$ cat config.mk
export PLATFORM = sky130hd
export DESIGN_NAME = row_bias
export DESIGN_NICKNAME = d
export VERILOG_FILES = /design/src/rtl/sudoku_pkg.sv /design/src/rtl/lfsr16.sv /design/src/rtl/row_bias.sv
export SDC_FILE = /design/constraint.sdc
export NUM_CORES = 1
export LEC_CHECK = 0
export CAP_MARGIN = 30
export CORE_MARGIN = 8
export CORE_UTILIZATION = 45
export CTS_BUF_LIST = sky130_fd_sc_hd__clkbuf_16
export DETAILED_ROUTE_END_ITERATION = 12
export SYNTH_ARGS = -nofsm -noshare
export SYNTH_HDL_FRONTEND = slang
export SYNTH_SLANG_ARGS = --single-unit
$ cat constraint.sdc
create_clock -name clock -period 19.07 [get_ports clock]
set_input_delay 3.814 -clock clock [delete_from_list [all_inputs] [get_ports clock]]
set_output_delay 3.814 -clock clock [all_outputs]
set_load 0.005 [all_outputs]
$ cat src/rtl/sudoku_pkg.sv
// Shared types for the sudoku grid blocks: grid length, one-hot type, row_bias states.
// GRID_LEN defaults to 9 when the build does not supply it.
`ifndef GRID_LEN
`define GRID_LEN 9
`endif

package sudoku_pkg;

    localparam int LEN  = `GRID_LEN;
    localparam int IDXW = $clog2(LEN);

    typedef logic [LEN-1:0] onehot_t;

    typedef enum logic {
        SHUFFLE,
        READY
    } row_bias_state_e;

    localparam logic [15:0] LFSR_TAPS = 16'hB400;

endpackage

$ cat src/rtl/lfsr16.sv
// 16-bit Galois LFSR (taps 16'hB400) with seed parameter and advance enable.
// Shared by row_bias and the grid-level seed generator.
module lfsr16
    import sudoku_pkg::*;
#(
    parameter logic [15:0] SEED = 16'hACE1
) (
    input  logic        clock,
    input  logic        reset,
    input  logic        enable,
    output logic [15:0] state
);

    always_ff @(posedge clock or negedge reset) begin
        if (!reset) begin
            state <= SEED;
        end else if (enable) begin
            state <= {1'b0, state[15:1]} ^ (state[0] ? LFSR_TAPS : 16'h0000);
        end
    end

endmodule

$ cat src/rtl/row_bias.sv
// Per-row bias responder: shuffled one-hot permutation served with one-cycle latency.
// Optional one-hot request checker enabled by ROW_BIAS_ONEHOT_CHECK_EN (adds err).
module row_bias
    import sudoku_pkg::*;
#(
    parameter int          LEN  = sudoku_pkg::LEN,
    parameter logic [15:0] SEED = 16'hACE1
) (
    input  logic           clock,
    input  logic           reset,
    input  logic [LEN-1:0] biasidx,
    output logic [LEN-1:0] valtotry,
    input  logic           reshuffle,
    output logic           ready
`ifdef ROW_BIAS_ONEHOT_CHECK_EN
    ,
    output logic           err
`endif
);

    localparam int KW = $clog2(LEN);

    row_bias_state_e state;
    row_bias_state_e state_nx;

    logic [LEN-1:0] perm [LEN];
    logic [LEN-1:0] sel;
    logic [KW-1:0]  k;
    logic [KW-1:0]  j;
    logic [KW:0]    k_p1;
    logic [KW:0]    j_w;
    logic [15:0]    lfsr;
    logic           shuf;
    logic           unused_bits;

    assign shuf  = (state == SHUFFLE);
    assign ready = (state == READY);

    lfsr16 #(
        .SEED(SEED)
    ) u_lfsr (
        .clock (clock),
        .reset (reset),
        .enable(shuf),
        .state (lfsr)
    );

    // Fisher-Yates index: j drawn from 0..k
    assign k_p1 = {1'b0, k} + 1'b1;
    assign j_w  = {1'b0, lfsr[KW-1:0]} % k_p1;
    assign j    = j_w[KW-1:0];

    assign unused_bits = ^{lfsr[15:KW], j_w[KW]};

    always_ff @(posedge clock or negedge reset) begin
        if (!reset) begin
            state <= SHUFFLE;
        end else begin
            state <= state_nx;
        end
    end

    always_comb begin
        state_nx = state;
        case (state)
            SHUFFLE: begin
                if (k == KW'(1)) begin
                    state_nx = READY;
                end
            end
            READY: begin
                if (reshuffle) begin
                    state_nx = SHUFFLE;
                end
            end
            default: state_nx = SHUFFLE;
        endcase
    end

    always_ff @(posedge clock or negedge reset) begin
        if (!reset) begin
            for (int i = 0; i < LEN; i++) begin
                perm[i] <= {{(LEN-1){1'b0}}, 1'b1} << i;
            end
            k <= KW'(LEN - 1);
        end else if (shuf) begin
            perm[k] <= perm[j];
            perm[j] <= perm[k];
            k       <= k - 1'b1;
        end else if (reshuffle) begin
            k <= KW'(LEN - 1);
        end
    end

    // Multi-hot requests simply OR the selected entries
    always_comb begin
        sel = '0;
        for (int i = 0; i < LEN; i++) begin
            if (biasidx[i]) begin
                sel = sel | perm[i];
            end
        end
    end

    always_ff @(posedge clock or negedge reset) begin
        if (!reset) begin
            valtotry <= '0;
        end else if (ready) begin
            valtotry <= sel;
        end else begin
            valtotry <= '0;
        end
    end

`ifdef ROW_BIAS_ONEHOT_CHECK_EN
    logic multi;

    assign multi = |(biasidx & (biasidx - 1'b1));

    always_ff @(posedge clock or negedge reset) begin
        if (!reset) begin
            err <= 1'b0;
        end else if (ready && multi) begin
            err <= 1'b1;
        end
    end
`endif

endmodule

# [Yosys cells after proc, flatten, opt, wreduce, memory -nomap -nowiden]
# Cells that the tools add are included.
[word_totals] out_inout_bits=10 register_bits=111
[op_classes] n_div=1 n_mux=28 bitwise_logic=12 n_reduce_logical=2 order_cmp=4 eq_ne=2 addsub=2
[op_table] operator="81-bit bitwise mux" n=2
[op_table] operator="9-bit 2-to-1 mux" n=16
[op_table] operator="9-bit binary-select mux with 4-bit select" n=2
[op_table] operator="9-bit demux with 4-bit select" n=2
[op_table] operator="9-bit bitwise OR" n=8
[op_table] operator="16-bit 2-to-1 mux" n=1
[op_table] operator="15-bit by 16-bit XOR with 16-bit output" n=1
[op_table] operator="5-bit greater-or-equal comparator (second input constant)" n=2
[op_table] operator="5-bit by 1-bit < comparator with 1-bit output (second input constant)" n=2
[op_table] operator="4-bit NOT with 5-bit output" n=2
[op_table] operator="4-bit 2-to-1 mux" n=2
[op_table] operator="4-bit by 1-bit adder with 5-bit output (second input constant)" n=1
[op_table] operator="4-bit by 5-bit modulo with 5-bit output" n=1
[op_table] operator="4-bit by 1-bit equality test with 1-bit output (second input constant)" n=1
[op_table] operator="4-bit by 1-bit subtractor with 4-bit output (second input constant)" n=1
[op_table] operator="1-bit logical AND" n=2
[op_table] operator="1-bit 2-to-1 mux" n=2
[op_table] operator="2-bit != test (second input constant)" n=1
[op_table] operator="1-bit one-hot mux with 2 select lines" n=1
[op_table] operator="1-bit NOT" n=1

# [Logic depth before layout (Yosys ltp)]
[depth] depth_word=18 mapped_depth=35 ltp_nobuf=31

# [Modules after synthesis]
# From an unflattened synthesis, not the netlist that was laid out.
[unflattened] hier_cells=788 area_unflattened_um2=7887.6
[modules_own_cells] mod="row_bias" area_per_inst_um2=7231.9 instances=1 cells_per_inst=748
[modules_own_cells] mod="lfsr16" area_per_inst_um2=655.6 instances=1 cells_per_inst=40

# [Least setup slack after synthesis]
# No wires, ideal clock.
[synth_timing] path_kind="register to register" from="reg k[0]" to="reg perm[31] (netlist bit)" setup_slack_ps=11260 stages_incl_launch_ff=33 t_arrival_ps=7692 setup_ps=118 n_path_buf=5 required_time_ps=18952 period_less_slack_ps=7810 path_cell_list="dfrtp_1 > clkbuf_1 > clkbuf_1 > inv_1 > ha_1 > inv_1 > ha_1 > o21a_1 > o22ai_1 > nor3_1 > or2_2 > ha_1 > o21a_1 > o21a_1 > o21ai_1 > nand2_1 > and2_1 > ha_1 > nor2b_2 > o31ai_4 > a21oi_4 > o21ai_2 > inv_2 > buf_2 > fa_1 > clkbuf_1 > inv_1 > o32ai_1 > nand3_1 > a21o_1 > buf_2 > a22o_1 > a21o_1"
[synth_via] elab_chain_cells=8
[synth_lines] element="start: declaration" line="row_bias.sv:28" text="logic [KW-1:0] k;"
[synth_lines] element="start signal: assignment" line="row_bias.sv:85" text="k <= KW'(LEN - 1);"
[synth_lines] element="start signal: assignment" line="row_bias.sv:89" text="k <= k - 1'b1;"
[synth_lines] element="start signal: assignment" line="row_bias.sv:91" text="k <= KW'(LEN - 1);"
[synth_lines] element="4-bit by 1-bit adder with 5-bit output" line="row_bias.sv:49" text="assign k_p1 = {1'b0, k} + 1'b1;"
[synth_lines] element="4-bit by 5-bit modulo with 5-bit output" line="row_bias.sv:50" text="assign j_w = {1'b0, lfsr[KW-1:0]} % k_p1;"
[synth_lines] element="4-bit NOT with 5-bit output (not written as such)" line="row_bias.sv:87, row_bias.sv:88"
[synth_lines] element="5-bit greater-or-equal comparator (not written as such) (tied with other cells)" line="row_bias.sv:88" text="perm[j] <= perm[k];"
[synth_lines] element="1-bit logical AND (not written as such) / 9-bit 2-to-1 mux (equally long branches)" line="row_bias.sv:88, row_bias.sv:87"
[synth_lines] element="9-bit 2-to-1 mux (on tied branches)" line="row_bias.sv:88, row_bias.sv:87"
[synth_lines] element="9-bit demux with 4-bit select / 81-bit bitwise mux (equally long branches)" line="row_bias.sv:88, row_bias.sv:87"
[synth_lines] element="81-bit bitwise mux (*)" line="row_bias.sv:88"
[synth_lines] element="end signal: indexed assignment" line="row_bias.sv:83" text="perm[i] <= {{(LEN-1){1'b0}}, 1'b1} << i;"
[synth_lines] element="end signal: indexed assignment" line="row_bias.sv:87" text="perm[k] <= perm[j];"
[synth_lines] element="end signal: indexed assignment" line="row_bias.sv:88"
[synth_lines] element="end: declaration" line="row_bias.sv:26" text="logic [LEN-1:0] perm [LEN];"
# Mark *: on every way between the ends. The rest lies on a longest branch, timed or not. The select of a mux whose other input is x is not followed.
# A chain may end at the register's enable or synchronous reset.

# [Final worst setup path]
[layout_timing] from="reg k[0]" to="reg perm[21] (netlist bit)"
# The elaborated chain is that of the path after synthesis.

==> results.sh <==
export IMPL_seq_area_frac_synth_pct=32.3
export IMPL_design_area_um2=9310
export IMPL_track_usage_pct=29.2
export IMPL_synthXorXnorAreaFrac_pct=0.807
export IMPL_critPathMaxFanout=22
export IMPL_min_delay_worst_endpoint="u_lfsr.state[15]"
export IMPL_numCtsBuffers=9
export IMPL_required_ns=19.37
export IMPL_io_buffers=21
export IMPL_r2r_slack_ns=8.64
export IMPL_yosys_warnings=0
export IMPL_hold_ws_ns=0.496
export IMPL_finClkSkew_ns=0.00939
export IMPL_synth_compound_area_share_pct=32.6
export IMPL_yosys_area_share_simple_pct=14.4
export IMPL_drc=0
export IMPL_drt_pass1_iterations=8
export IMPL_wirelength_mm=35.3
export IMPL_worstRegToRegCells=30
export IMPL_syn_inst=939
export IMPL_clk_latency_ns=0.37
export IMPL_maxSlewViolCount=0
export IMPL_die_area_um2=24000
export IMPL_min_period_ns=10.43
export IMPL_synthTopCellsByArea="dfrtp_1, mux4_2, dfstp_2, nand2_1, nor2_1"
export IMPL_dpl_instance_area_um2=9030
export IMPL_startpoint_type="flip-flop"
export IMPL_worst_path_most_repeated_cell="ha_1"
export IMPL_yosysMostFrequentCell="dfrtp_1"
export IMPL_syn_to_final_growth_pct=7.22
export IMPL_worst_slew_pin_slew_ns=1.07
export IMPL_synth_adder_area_share_pct=3.26
export IMPL_rsz0062_at_grt="false"
export IMPL_fin_crit_sh_pct=54.7
export IMPL_clockBufferDepth=2
export IMPL_tritoncts="done"
export IMPL_final_seq_area_um2=2800
export IMPL_die_x_um=155
export IMPL_cts_sinks=111
export IMPL_ys_types=82
export IMPL_hold_path_class="flip-flop to flip-flop"
export IMPL_synth_common_cells="dfrtp_1, nand2_1, nor2_1"
export IMPL_dp_slack_ns=8.92
export IMPL_timing_final_ws_setup_ns=8.64
export IMPL_maxCapViolCount=0
export IMPL_reg2reg_from="k[0]"
export IMPL_hold_viol=0
export IMPL_endpoint_kind="flip-flop"
export IMPL_grt_pass1_wl_mm=52.2
export IMPL_ctsHoldBuffers=0
export IMPL_ys_ff_latch=111
export IMPL_cts_resized=0
export IMPL_synth_top_family_by_area="compound AO/OA/AOI/OAI gates"
export IMPL_slowest_stage="dfrtp_1"
export IMPL_worstSetupStartpoint="k[0]"
export IMPL_syn_num_nets=973
export IMPL_fillerInstances=1818
export IMPL_max_slew_margin_rel_pct=28.8
export IMPL_setup_tns_ns=0
export IMPL_synthArstFlopShare_pct=100
export IMPL_hold_path_startpoint="u_lfsr.state[15]"
export IMPL_drtIter0Drc=1346
export IMPL_yosys_area_top_type="dfrtp_1"
export IMPL_htreeDepth=3
export IMPL_path_clk_slew_ns=0.08
export IMPL_dp_hpwl_mm=23.1
export IMPL_cp_data_arrival_time_ns=10.73
export IMPL_rows=51
export IMPL_overflow=0
export IMPL_grt_antenna_before_repair=1
export IMPL_grt_pass1_vias=8047
export IMPL_status="complete, no violations"
export IMPL_synthMuxAreaShare_pct=10.9
export IMPL_gp_congestion=0.995
export IMPL_multi_input_area_um2=5380
export IMPL_design_core_area_um2=19200
export IMPL_fmax_mhz=95.9
export IMPL_vias=8578
export IMPL_rr_endpoint="perm[21]"
export IMPL_postCtsSetupRepairBufs=0
export IMPL_routed_via_density=7.26
export IMPL_io_pins=22
export IMPL_grt_max_degree=69
export IMPL_initial_core_util_pct=45.2
export IMPL_syn_area_um2=8680
export IMPL_critPathKind="flip-flop to flip-flop"
export IMPL_num_antenna_cells=0
export IMPL_yosysTopAreaCellShare_pct=26.8
export IMPL_drive_gt1_share_pct=16.0
export IMPL_ant_nets=0
export IMPL_die_height_um=155
export IMPL_holdPathStages=2
export IMPL_clockRootBuffer="clkbuf_16"
export IMPL_slowest_delay_ns=0.94
export IMPL_setup_viol=0
export IMPL_syn_avg_cell_area_um2=9.24
export IMPL_ys_flop_type="dfrtp_1"
export IMPL_wl_per_cell_um=29.9
export IMPL_synth_edff_count=0
export IMPL_nNetsFinal=945
## area by class of cell
type                            count  share of cell area (%)
Timing Repair Buffer               39                    3.76
Sequential cell                   111                    30.1
Multi-Input combinational cell    706                    57.8
Clock buffer                        9                    2.42
Inverter                           44                    1.77
Tap cell                          265                    3.56
Clock inverter                      7                   0.578
## state kept, by name (all words and copies together), names as in the netlist
signal / count
perm: 81
u_lfsr.state: 16
valtotry: 9
k: 4
ready: 1
## logic make-up (layout without fill, tap and decap cells)
| kind of cell | Yosys count | in the layout |
|---|---|---|
| AO/OA/AOI/OAI | 353 | 353 |
| AND/OR/NAND/NOR | 262 | 262 |
| buffers and inverters | 122 | 99 |
| flip-flops | 111 | 111 |
| multiplexers | 61 | 61 |
| adder cells (fa/ha/maj) | 22 | 22 |
| XOR/XNOR | 8 | 8 |
## metrics by stage
| stage | std cells | util (%) |
|---|---|---|
| after CTS | 1181 | 48.5 |
| after global placement | 1163 | 46.9 |
| after detailed placement | 1165 | 47.0 |
| after floorplan | 939 | - |
| final | 1181 | 48.5 |
| after global routing | 1181 | 48.5 |
## cell usage in the layout, fill, tap and decap left out, types with 7 or more instances in the layout
cell / n
a21o_1: 8
a21oi_1: 19
a221oi_1: 33
a222oi_1: 18
a22o_1: 12
a22oi_1: 21
a31oi_1: 24
a32oi_1: 13
and2_1: 9
and3_1: 8
buf_4: 18
clkbuf_16: 9
clkdlybuf4s50_1: 20
dfrtp_1: 92
dfstp_2: 18
ha_1: 21
inv_1: 41
mux2_2: 14
mux2i_1: 21
mux4_2: 25
nand2_1: 87
nand2b_1: 7
nand3_1: 21
nor2_1: 80
nor2b_1: 13
nor3_1: 11
o2111ai_1: 15
o211ai_1: 30
o21a_1: 11
o21ai_0: 43
o221a_2: 13
o221ai_1: 12
o22a_1: 18
o22ai_1: 11
## worst max-delay path, delay by kind of cell, from the launching register on
family | cells | cell delay, ns
compound gates | 13 | 4.38
simple gates | 8 | 2.11
fa+ha+maj | 5 | 1.79
buf+inv | 4 | 1.06
flops | 1 | 0.94
## worst max path at each step
stage,to,cells after the start
after CTS,perm[21],30
after global placement,perm[21],30
final,perm[21],30
after global routing,perm[18],30
after detailed placement,perm[21],30
after floorplan,perm[31],32
## per-layer routing
layer  part of all wire (%)  GRT usage, %
met1                     39          38.0
met2                     41          40.5
met3                     13          9.15
met4                    7.0          20.0
met5                  0.034             0
Power is not shown: default switching activity piles up to over one toggle a cycle in this logic, so the estimate is an artifact.
